[src/rtl/servo_cmd_uart_rx.sv]
// servo_cmd_uart_rx: 8N1 UART receiver for ASCII servo commands.
// Emits each good byte with a one-cycle strobe and derives the PWM run
// enable from the GO/STOP command characters.
module servo_cmd_uart_rx #(
    parameter int unsigned CLKS_PER_BIT = 5208,
    parameter logic [7:0]  GO_CHAR      = 8'h47,
    parameter logic [7:0]  STOP_CHAR    = 8'h53
) (
    input  logic       clk,
    input  logic       rst_n,
    input  logic       rx,
    output logic [7:0] data_out,
    output logic       data_valid,
    output logic       frame_err,
    output logic       cmd_active,
    output logic       busy
);

    localparam int unsigned CNT_W = (CLKS_PER_BIT > 1) ? $clog2(CLKS_PER_BIT) : 1;
    localparam logic [CNT_W-1:0] HALF_LAST = CNT_W'(CLKS_PER_BIT / 2 - 1);
    localparam logic [CNT_W-1:0] BIT_LAST  = CNT_W'(CLKS_PER_BIT - 1);

    typedef enum logic [2:0] {
        ST_IDLE,
        ST_START,
        ST_DATA,
        ST_STOP,
        ST_BREAK
    } state_t;

    state_t           state_q, state_d;
    logic [CNT_W-1:0] baud_q, baud_d;
    logic [2:0]       bit_q, bit_d;
    logic [7:0]       shift_q, shift_d;
    logic [7:0]       data_out_q, data_out_d;
    logic             data_valid_q, data_valid_d;
    logic             frame_err_q, frame_err_d;
    logic             cmd_active_q, cmd_active_d;
    logic             rx_meta_q, rx_s_q;

    // State, datapath and synchroniser registers; rx sync flops reset to idle-high.
    always_ff @(posedge clk) begin
        if (!rst_n) begin
            state_q      <= ST_IDLE;
            baud_q       <= '0;
            bit_q        <= '0;
            shift_q      <= '0;
            data_out_q   <= '0;
            data_valid_q <= 1'b0;
            frame_err_q  <= 1'b0;
            cmd_active_q <= 1'b0;
            rx_meta_q    <= 1'b1;
            rx_s_q       <= 1'b1;
        end else begin
            state_q      <= state_d;
            baud_q       <= baud_d;
            bit_q        <= bit_d;
            shift_q      <= shift_d;
            data_out_q   <= data_out_d;
            data_valid_q <= data_valid_d;
            frame_err_q  <= frame_err_d;
            cmd_active_q <= cmd_active_d;
            rx_meta_q    <= rx;
            rx_s_q       <= rx_meta_q;
        end
    end

    // Next-state and datapath logic; the baud counter restarts on every state change.
    always_comb begin
        state_d      = state_q;
        baud_d       = baud_q + CNT_W'(1);
        bit_d        = bit_q;
        shift_d      = shift_q;
        data_out_d   = data_out_q;
        data_valid_d = 1'b0;
        frame_err_d  = 1'b0;
        cmd_active_d = cmd_active_q;

        case (state_q)
            ST_IDLE: begin
                baud_d = '0;
                if (!rx_s_q) begin
                    state_d = ST_START;
                end
            end
            ST_START: begin
                if (baud_q == HALF_LAST) begin
                    baud_d = '0;
                    if (!rx_s_q) begin
                        state_d = ST_DATA;
                        bit_d   = '0;
                    end else begin
                        state_d = ST_IDLE;
                    end
                end
            end
            ST_DATA: begin
                if (baud_q == BIT_LAST) begin
                    baud_d  = '0;
                    shift_d = {rx_s_q, shift_q[7:1]};
                    if (bit_q == 3'd7) begin
                        state_d = ST_STOP;
                    end else begin
                        bit_d = bit_q + 3'd1;
                    end
                end
            end
            ST_STOP: begin
                if (baud_q == BIT_LAST) begin
                    baud_d = '0;
                    if (rx_s_q) begin
                        data_out_d   = shift_q;
                        data_valid_d = 1'b1;
                        state_d      = ST_IDLE;
                        if (shift_q == GO_CHAR) begin
                            cmd_active_d = 1'b1;
                        end else if (shift_q == STOP_CHAR) begin
                            cmd_active_d = 1'b0;
                        end
                    end else begin
                        frame_err_d = 1'b1;
                        state_d     = ST_BREAK;
                    end
                end
            end
            ST_BREAK: begin
                baud_d = '0;
                if (rx_s_q) begin
                    state_d = ST_IDLE;
                end
            end
            default: begin
                baud_d  = '0;
                state_d = ST_IDLE;
            end
        endcase
    end

    assign data_out   = data_out_q;
    assign data_valid = data_valid_q;
    assign frame_err  = frame_err_q;
    assign cmd_active = cmd_active_q;
    assign busy       = (state_q != ST_IDLE);

endmodule

[config.mk]
export PLATFORM = sky130hd
export DESIGN_NAME = servo_cmd_uart_rx
export DESIGN_NICKNAME = d
export VERILOG_FILES = /design/src/rtl/servo_cmd_uart_rx.sv
export SDC_FILE = /design/constraint.sdc
export NUM_CORES = 1
export LEC_CHECK = 0
export ABC_CLOCK_PERIOD_IN_PS = 5300
export CORE_MARGIN = 3
export CORE_UTILIZATION = 40
export CTS_BUF_LIST = sky130_fd_sc_hd__clkbuf_8 sky130_fd_sc_hd__clkbuf_16
export DETAILED_ROUTE_END_ITERATION = 16
export MAX_ROUTING_LAYER = met4
export PLACE_DENSITY = 0.62
export SYNTH_ARGS = -nofsm -noshare
export SYNTH_HDL_FRONTEND = slang
export SYNTH_SLANG_ARGS = --single-unit
[constraint.sdc]
create_clock -name clk -period 5.3 [get_ports clk]
set_input_delay 1.06 -clock clk [delete_from_list [all_inputs] [get_ports clk]]
set_output_delay 1.06 -clock clk [all_outputs]
set_load 0.02 [all_outputs]
# ---- Yosys cells after proc, flatten, opt, wreduce, memory -nomap -nowiden
# Cells that the tools add are included.
dict set report op_classes {
  add_sub_neg 2
  eq_ne 17
  muxes 21
  reduce_logical 11
}
# cell count
set op_table {}
lappend op_table {{two-way mux 3 bit} 11}
lappend op_table {{two-way mux 13 bit} 2}
lappend op_table {{one-hot mux 13 bit (2 select lines)} 1}
lappend op_table {{equality test 8 x 7 -> 1 bit (second input constant)} 2}
lappend op_table {{!= test 2 bit (second input constant)} 8}
lappend op_table {{one-hot mux 3 bit (5 select lines)} 1}
lappend op_table {{adder 13 x 1 -> 13 bit (second input constant)} 1}
lappend op_table {{equality test 13 x 12 -> 1 bit (second input constant)} 1}
lappend op_table {{equality test 13 bit (second input constant)} 1}
lappend op_table {{equality test 3 x 2 -> 1 bit (second input constant)} 2}
lappend op_table {{equality test 3 bit (second input constant)} 2}
lappend op_table {{one-hot mux 3 bit (2 select lines)} 1}
lappend op_table {{AND reduction 3 bit} 2}
lappend op_table {{AND reduction 6 bit} 1}
lappend op_table {{AND reduction 5 bit} 1}
lappend op_table {{two-way mux 1 bit} 4}
lappend op_table {{AND reduction 4 bit} 1}
lappend op_table {{nonzero test 2 bit} 2}
lappend op_table {{adder 3 x 1 -> 3 bit (second input constant)} 1}
lappend op_table {{equality test 3 x 1 -> 1 bit (second input constant)} 1}
lappend op_table {{zero test 3 bit} 1}
lappend op_table {{nonzero test 3 bit} 1}
lappend op_table {{two-way mux 2 bit} 1}
lappend op_table {{AND reduction 2 bit} 1}
lappend op_table {{OR reduction 2 bit} 1}
dict set report totals {
  ff_bits 40
  input_bits 3
}

# ---- Logic depth before layout (Yosys ltp)
dict set report depth {
  depth_word 4
  depth_mapped 7
}

# ---- Worst setup path after synthesis
# OpenSTA, ideal clock, no wires.
dict set report synth_timing {
  path_kind {reg2reg}
  from {reg baud_q[3]}
  to {reg state_q[1]}
  setup_time_ps 123
  t_arrival_ps 1895
  t_required_ps 5177
  setup_slack_ps 3282
  path_stages_with_launch 7
  period_less_slack_ps 2018
  path_cell_list {dfxtp_1 > or4b_4 > or4_4 > buf_6 > buf_8 > o211ai_2 > o31ai_2}
}
dict set report synth_via {
  elab_chain_cells 3
}
# item line
set synth_rtl {}
lappend synth_rtl {{start, declared} 32} ;# logic [CNT_W-1:0] baud_q, baud_d;
lappend synth_rtl {{start signal, assigned} 56} ;# baud_q <= baud_d;
lappend synth_rtl {{equality test 13 bit or equality test 13 x 12 -> 1 bit (tied branches)} {98, 109, 87}}
lappend synth_rtl {{!= test 2 bit (no source line)} --}
lappend synth_rtl {{AND reduction 6 bit (no source line) *} --}
lappend synth_rtl {{end signal, assigned} 55} ;# state_q <= state_d;
lappend synth_rtl {{end, declared} 31} ;# state_t state_q, state_d;
# Mark *: on every way between the ends. The rest lies on a longest branch, timed or not.
# A chain may end at the register's enable or synchronous reset.

# ---- Worst setup path in the final report
dict set report layout_timing {
  from {reg state_q[1]}
  to {out busy}
}
dict set report layout_via {
  elab_chain_cells 1
}
# item line
set layout_rtl {}
lappend layout_rtl {{nonzero test 3 bit} 143} ;# assign busy = (state_q != ST_IDLE);
lappend layout_rtl {{end, declared} 16} ;# output logic busy
# Every way passes these cells.

==> reports/qor_table.md <==
| Group | Metric | This run |
| --- | --- | --- |
| floorplanning | Total number of placement rows | 24 |
| critical path | Reg-to-Reg End | bit_q[2] |
| logic synthesis | Fraction of registers with async set/reset | 0 |
| critical path | Reg2Reg Setup Slack | 2.87 ns |
| power and ir drop | Cell-internal power | 0.447 mW |
| drt | Via count | 1520 |
| clocking | # hold bufs at CTS | 0 |
| finish | Area taken by flip-flops and latches | 801 um^2 |
| drt | Iteration count of the initial detailed-routing pass | 4 |
| clocking | H-tree depth reported by CTS | 2 |
| critical path | Nature of the critical path startpoint | register |
| worst hold path | HP Class | register to register |
| clocking | Number of buffers added by the clock tree synthesis step | 5 |
| logic synthesis | Count of flip-flops with a built-in enable after synthesis | 0 |
| global route | First-pass GRT wire length | 6.66 mm |
| global route | Remaining global-route overflow | 0 |
| logic synthesis | Post-Syn Area per Cell | 8.99 um^2 |
| power and ir drop | Post-layout power | 0.568 mW |
| finish | Number of fillers in the final layout | 451 |
| critical path | Cell chain of the critical path | or3_1 -> clkdlybuf4s50_1 |
| finish | End-of-flow core utilization | 0.479 |
| sta | Setup tns final | 0 ns |
| finish | Diodes inserted | 0 |
| sta | Post-route clock skew | 0.0128 ns |
| sta | Setup repair after global routing missed its margin | no |
| drt | Via density per instance | 5.61 |
| drt | Routed Antenna Nets | 0 |
| power and ir drop | Switch share | 0.213 |
| job | Number of max-cap violations | 0 |
| worst hold path | Count of cells along the worst hold path | 1 |
| placement | Hpwl dp | 2.49 mm |
| clocking | Clock root buffer | sky130_fd_sc_hd__clkbuf_8 |
| critical path | CP max stage cell | sky130_fd_sc_hd__dfxtp_1 |
| logic synthesis | Total nets after synthesis | 215 |
| logic synthesis | Gate Count Post-Synth | 209 |
| finish | Footprint of the multi-input gates | 993 um^2 |
| power and ir drop | LEAKAGE | 0.703 nW |
| floorplanning | Core Region | 4440 um^2 |
| drt | Highest routed layer | met4 |
| sta | Pins over their slew limit | 0 |
| critical path | Length in cells of the worst reg-to-reg path | 4 |
| finish | Fraction of layout cells with a size suffix above 1 | 0.119 |
| critical path | Worst path required time | 4.24 ns |
| drt | Post-detailed-routing wire length | 3.77 mm |
| sta | Headroom to the max-slew limit | 0.409 |
| floorplanning | Number of top-level pins | 15 |
| clocking | Clock insertion delay at the later pin of the skew report | 0.30 ns |
| power and ir drop | Part of the total power dissipated in combinational logic | 0.025 |
| critical path | Reg-to-reg critical path startpoint | baud_q[3] |
| sta | Transition time at the pin with the least slew margin | 0.880 ns |
| power and ir drop | Sequential cell fraction of total power | 0.535 |
| global route | Vias in the first global route | 1444 |
| sta | Min Clock Period, post-route | 2.77 ns |
| worst hold path | Endpoint with the worst hold slack | rx_s_q |
| critical path | Arrival time at the worst endpoint | 1.71 ns |
| logic synthesis | Number of warnings reported in the yosys synthesis log | 0 |
| critical path | Crit end category | output pin |
| logic synthesis | Seq/Total Area, Yosys | 0.426 |
| power and ir drop | Clock Power Share | 0.440 |
| clocking | TritonCTS clock tree | yes |
| floorplanning | Initial core utilization | 0.423 |
| drt | Count of unresolved DRC violations after routing | 0 |
| power and ir drop | P per Cell Area | 267 nW/um^2 |
| sta | Achievable Freq | 0.362 GHz |
| critical path | Highest fanout seen on the critical path | 16 |
| clocking | Clock Tree Buf Depth | 2 |
| clocking | Post-CTS Resized | 0 |
| placement | GPL Wtd Cong | 0.785 |
| clocking | Sinks on the clock net | 40 |
| drt | Detailed route wirelength on metal3 | 125 um |
| worst hold path | Startpoint of the most critical hold path | rx_meta_q |
| critical path | Critical path's largest stage delay | 0.64 ns |
| logic synthesis | Number of storage elements in the synthesis netlist | 40 |
| critical path | Critical path's top delay family | flip-flops |
| drt | Initial detailed-routing violation count | 99 |
| sta | Count of endpoints failing hold in the final timing report | 0 |
| placement | IO Port Bufs | 14 |
| critical path | Critical path type | register to output pin |
| global route | Pin count of the biggest net entering global routing | 21 |
| drt | Met2 Routed Length | 1.71 mm |
| critical path | Crit path buffers/inverters | 1 |
| sta | Final period util | 0.522 |
| finish | Layout overhead on the synthesized area | 13.4% |
| finish | Final net count | 224 |
| sta | Setup violators final | 0 |
| power and ir drop | Switch Pwr | 0.121 mW |
| drt | Wire per inst | 13.9 um |
| logic synthesis | Commonest register cell after synthesis | sky130_fd_sc_hd__dfxtp_1 |
| clocking | Clock edge transition at the registers on the reported setup and hold paths | 0.08 ns |
| clocking | Setup repair bufs after CTS | 0 |
| outcome | Result of the run | complete, no violations |
| global route | Global Route Usage Sum | 0.161 |
| drt | M1 WL | 1.91 mm |
| floorplanning | Vertical extent of the die | 74.5 um |
| floorplanning | Die Area | 5550 um^2 |
| logic synthesis | Post-synthesis instance area | 1880 um^2 |
| global route | Initial antenna violation count | 0 |
| power and ir drop | Maximum VDD drop | 0.154 mV |
| floorplanning | X dimension of the die | 74.5 um |
| logic synthesis | Post-synthesis cell type count | 45 |
[worst max path at each step]
| stage | start | endpoint | slack [ns] | cells past startpoint |
|---|---|---|---|---|
| finish | state_q[1] | busy | 2.53 | 2 |
| global route | rst_n | state_q[0] | 2.36 | 4 |
| CTS | state_q[1] | busy | 2.52 | 2 |
| detailed placement | rst_n | state_q[0] | 2.27 | 4 |
| global placement | rst_n | state_q[0] | 2.33 | 4 |
| floorplan | baud_q[3] | state_q[1] | 3.28 | 6 |
[area by class of cell]
cell class	instances	share of cell area
flip-flops and latches	40	0.376
well taps	52	0.0306
clock inverters	3	0.0200
multi-input cells	153	0.467
inverters	3	0.00529
clock buffers	5	0.0323
repair buffers	15	0.0693
[cell usage in the layout, fill, tap and decap left out, types with 2 or more instances in the layout]
| cell | instances |
|---|---|
| sky130_fd_sc_hd__and2_1 | 2 |
| sky130_fd_sc_hd__xnor2_1 | 3 |
| sky130_fd_sc_hd__xor2_1 | 8 |
| sky130_fd_sc_hd__nand2_1 | 9 |
| sky130_fd_sc_hd__and3_1 | 2 |
| sky130_fd_sc_hd__nand2b_1 | 2 |
| sky130_fd_sc_hd__o311ai_0 | 3 |
| sky130_fd_sc_hd__ha_1 | 3 |
| sky130_fd_sc_hd__dfxtp_1 | 40 |
| sky130_fd_sc_hd__nor3b_1 | 2 |
| sky130_fd_sc_hd__o211ai_1 | 2 |
| sky130_fd_sc_hd__or3b_2 | 3 |
| sky130_fd_sc_hd__a211o_1 | 2 |
| sky130_fd_sc_hd__or3_1 | 4 |
| sky130_fd_sc_hd__nand4_1 | 4 |
| sky130_fd_sc_hd__a21oi_1 | 18 |
| sky130_fd_sc_hd__clkbuf_8 | 5 |
| sky130_fd_sc_hd__nand4b_1 | 4 |
| sky130_fd_sc_hd__nor2_1 | 17 |
| sky130_fd_sc_hd__clkdlybuf4s50_1 | 14 |
| sky130_fd_sc_hd__mux2i_1 | 3 |
| sky130_fd_sc_hd__or4b_2 | 3 |
| sky130_fd_sc_hd__o21ai_0 | 17 |
| sky130_fd_sc_hd__inv_1 | 3 |
| sky130_fd_sc_hd__nand3_1 | 24 |
| sky130_fd_sc_hd__nor2b_1 | 3 |
[kinds of logic after synthesis]
| family | after synthesis | synth area share |
|---|---|---|
| buffers and inverters | 16 | 0.0446 |
| flip-flops | 40 | 0.426 |
| AND/OR/NAND/NOR | 87 | 0.275 |
| adder cells (fa/ha/maj) | 3 | 0.0200 |
| XOR/XNOR | 11 | 0.0513 |
| multiplexers | 3 | 0.0160 |
| AO/OA/AOI/OAI | 49 | 0.167 |
[synth_stat cells, drive strengths merged, types with 2 or more instances]
cell type	n	area share
or3	4	0.013
nor2b	3	0.010
xor2	8	0.037
mux2i	3	0.016
or4	2	0.010
o21ai	17	0.045
or4b	4	0.023
clkbuf	8	0.016
xnor2	3	0.014
o211ai	3	0.015
and2	2	0.0067
nand4	4	0.013
or3b	3	0.014
ha	3	0.020
buf	5	0.023
o311ai	3	0.014
nor2	17	0.034
nand3	24	0.064
inv	3	0.0060
nor3b	2	0.0080
a211o	2	0.0093
nand4b	4	0.019
dfxtp	40	0.43
and4	2	0.010
a21oi	18	0.048
nand2	9	0.018
nand2b	2	0.0067
and3	3	0.011
[layer usage]
metal / track usage / vias to the layer above
met2: 0.253 / 22
met5: - / -
li1: - / 788
met4: 0.0534 / 0
met1: 0.199 / 708
met3: 0.0446 / 2
[stage by stage]
stage	instances	setup slack [ns]	hold slack (ns)	cell area (um^2)
2_1_floorplan	209	3.28	0.386	1880
3_3_place_gp	263	2.33	0.391	2020
3_5_place_dp	263	2.27	0.396	2020
4_1_cts	271	2.52	0.415	2130
5_1_grt	271	2.36	0.431	2130
6_report	271	2.53	0.411	2130
[power groups by stage]
stage,combinational [mW],sequential (mW),clock (mW)
global route,0.0164,0.304,0.270
finish,0.0144,0.304,0.250
detailed placement,0.0145,0.311,0
global placement,0.0144,0.311,0
CTS,0.0145,0.304,0.259
floorplan,0.0113,0.309,0
[flip-flops by register name, summed over array words and instances (netlist names)]
signal	count
rx_meta_q	1
bit_q	3
baud_q	13
state_q	3
data_out	8
rx_s_q	1
shift_q	8
cmd_active	1
frame_err	1
data_valid	1
No activity file was read; power rests on OpenSTA's default activity.
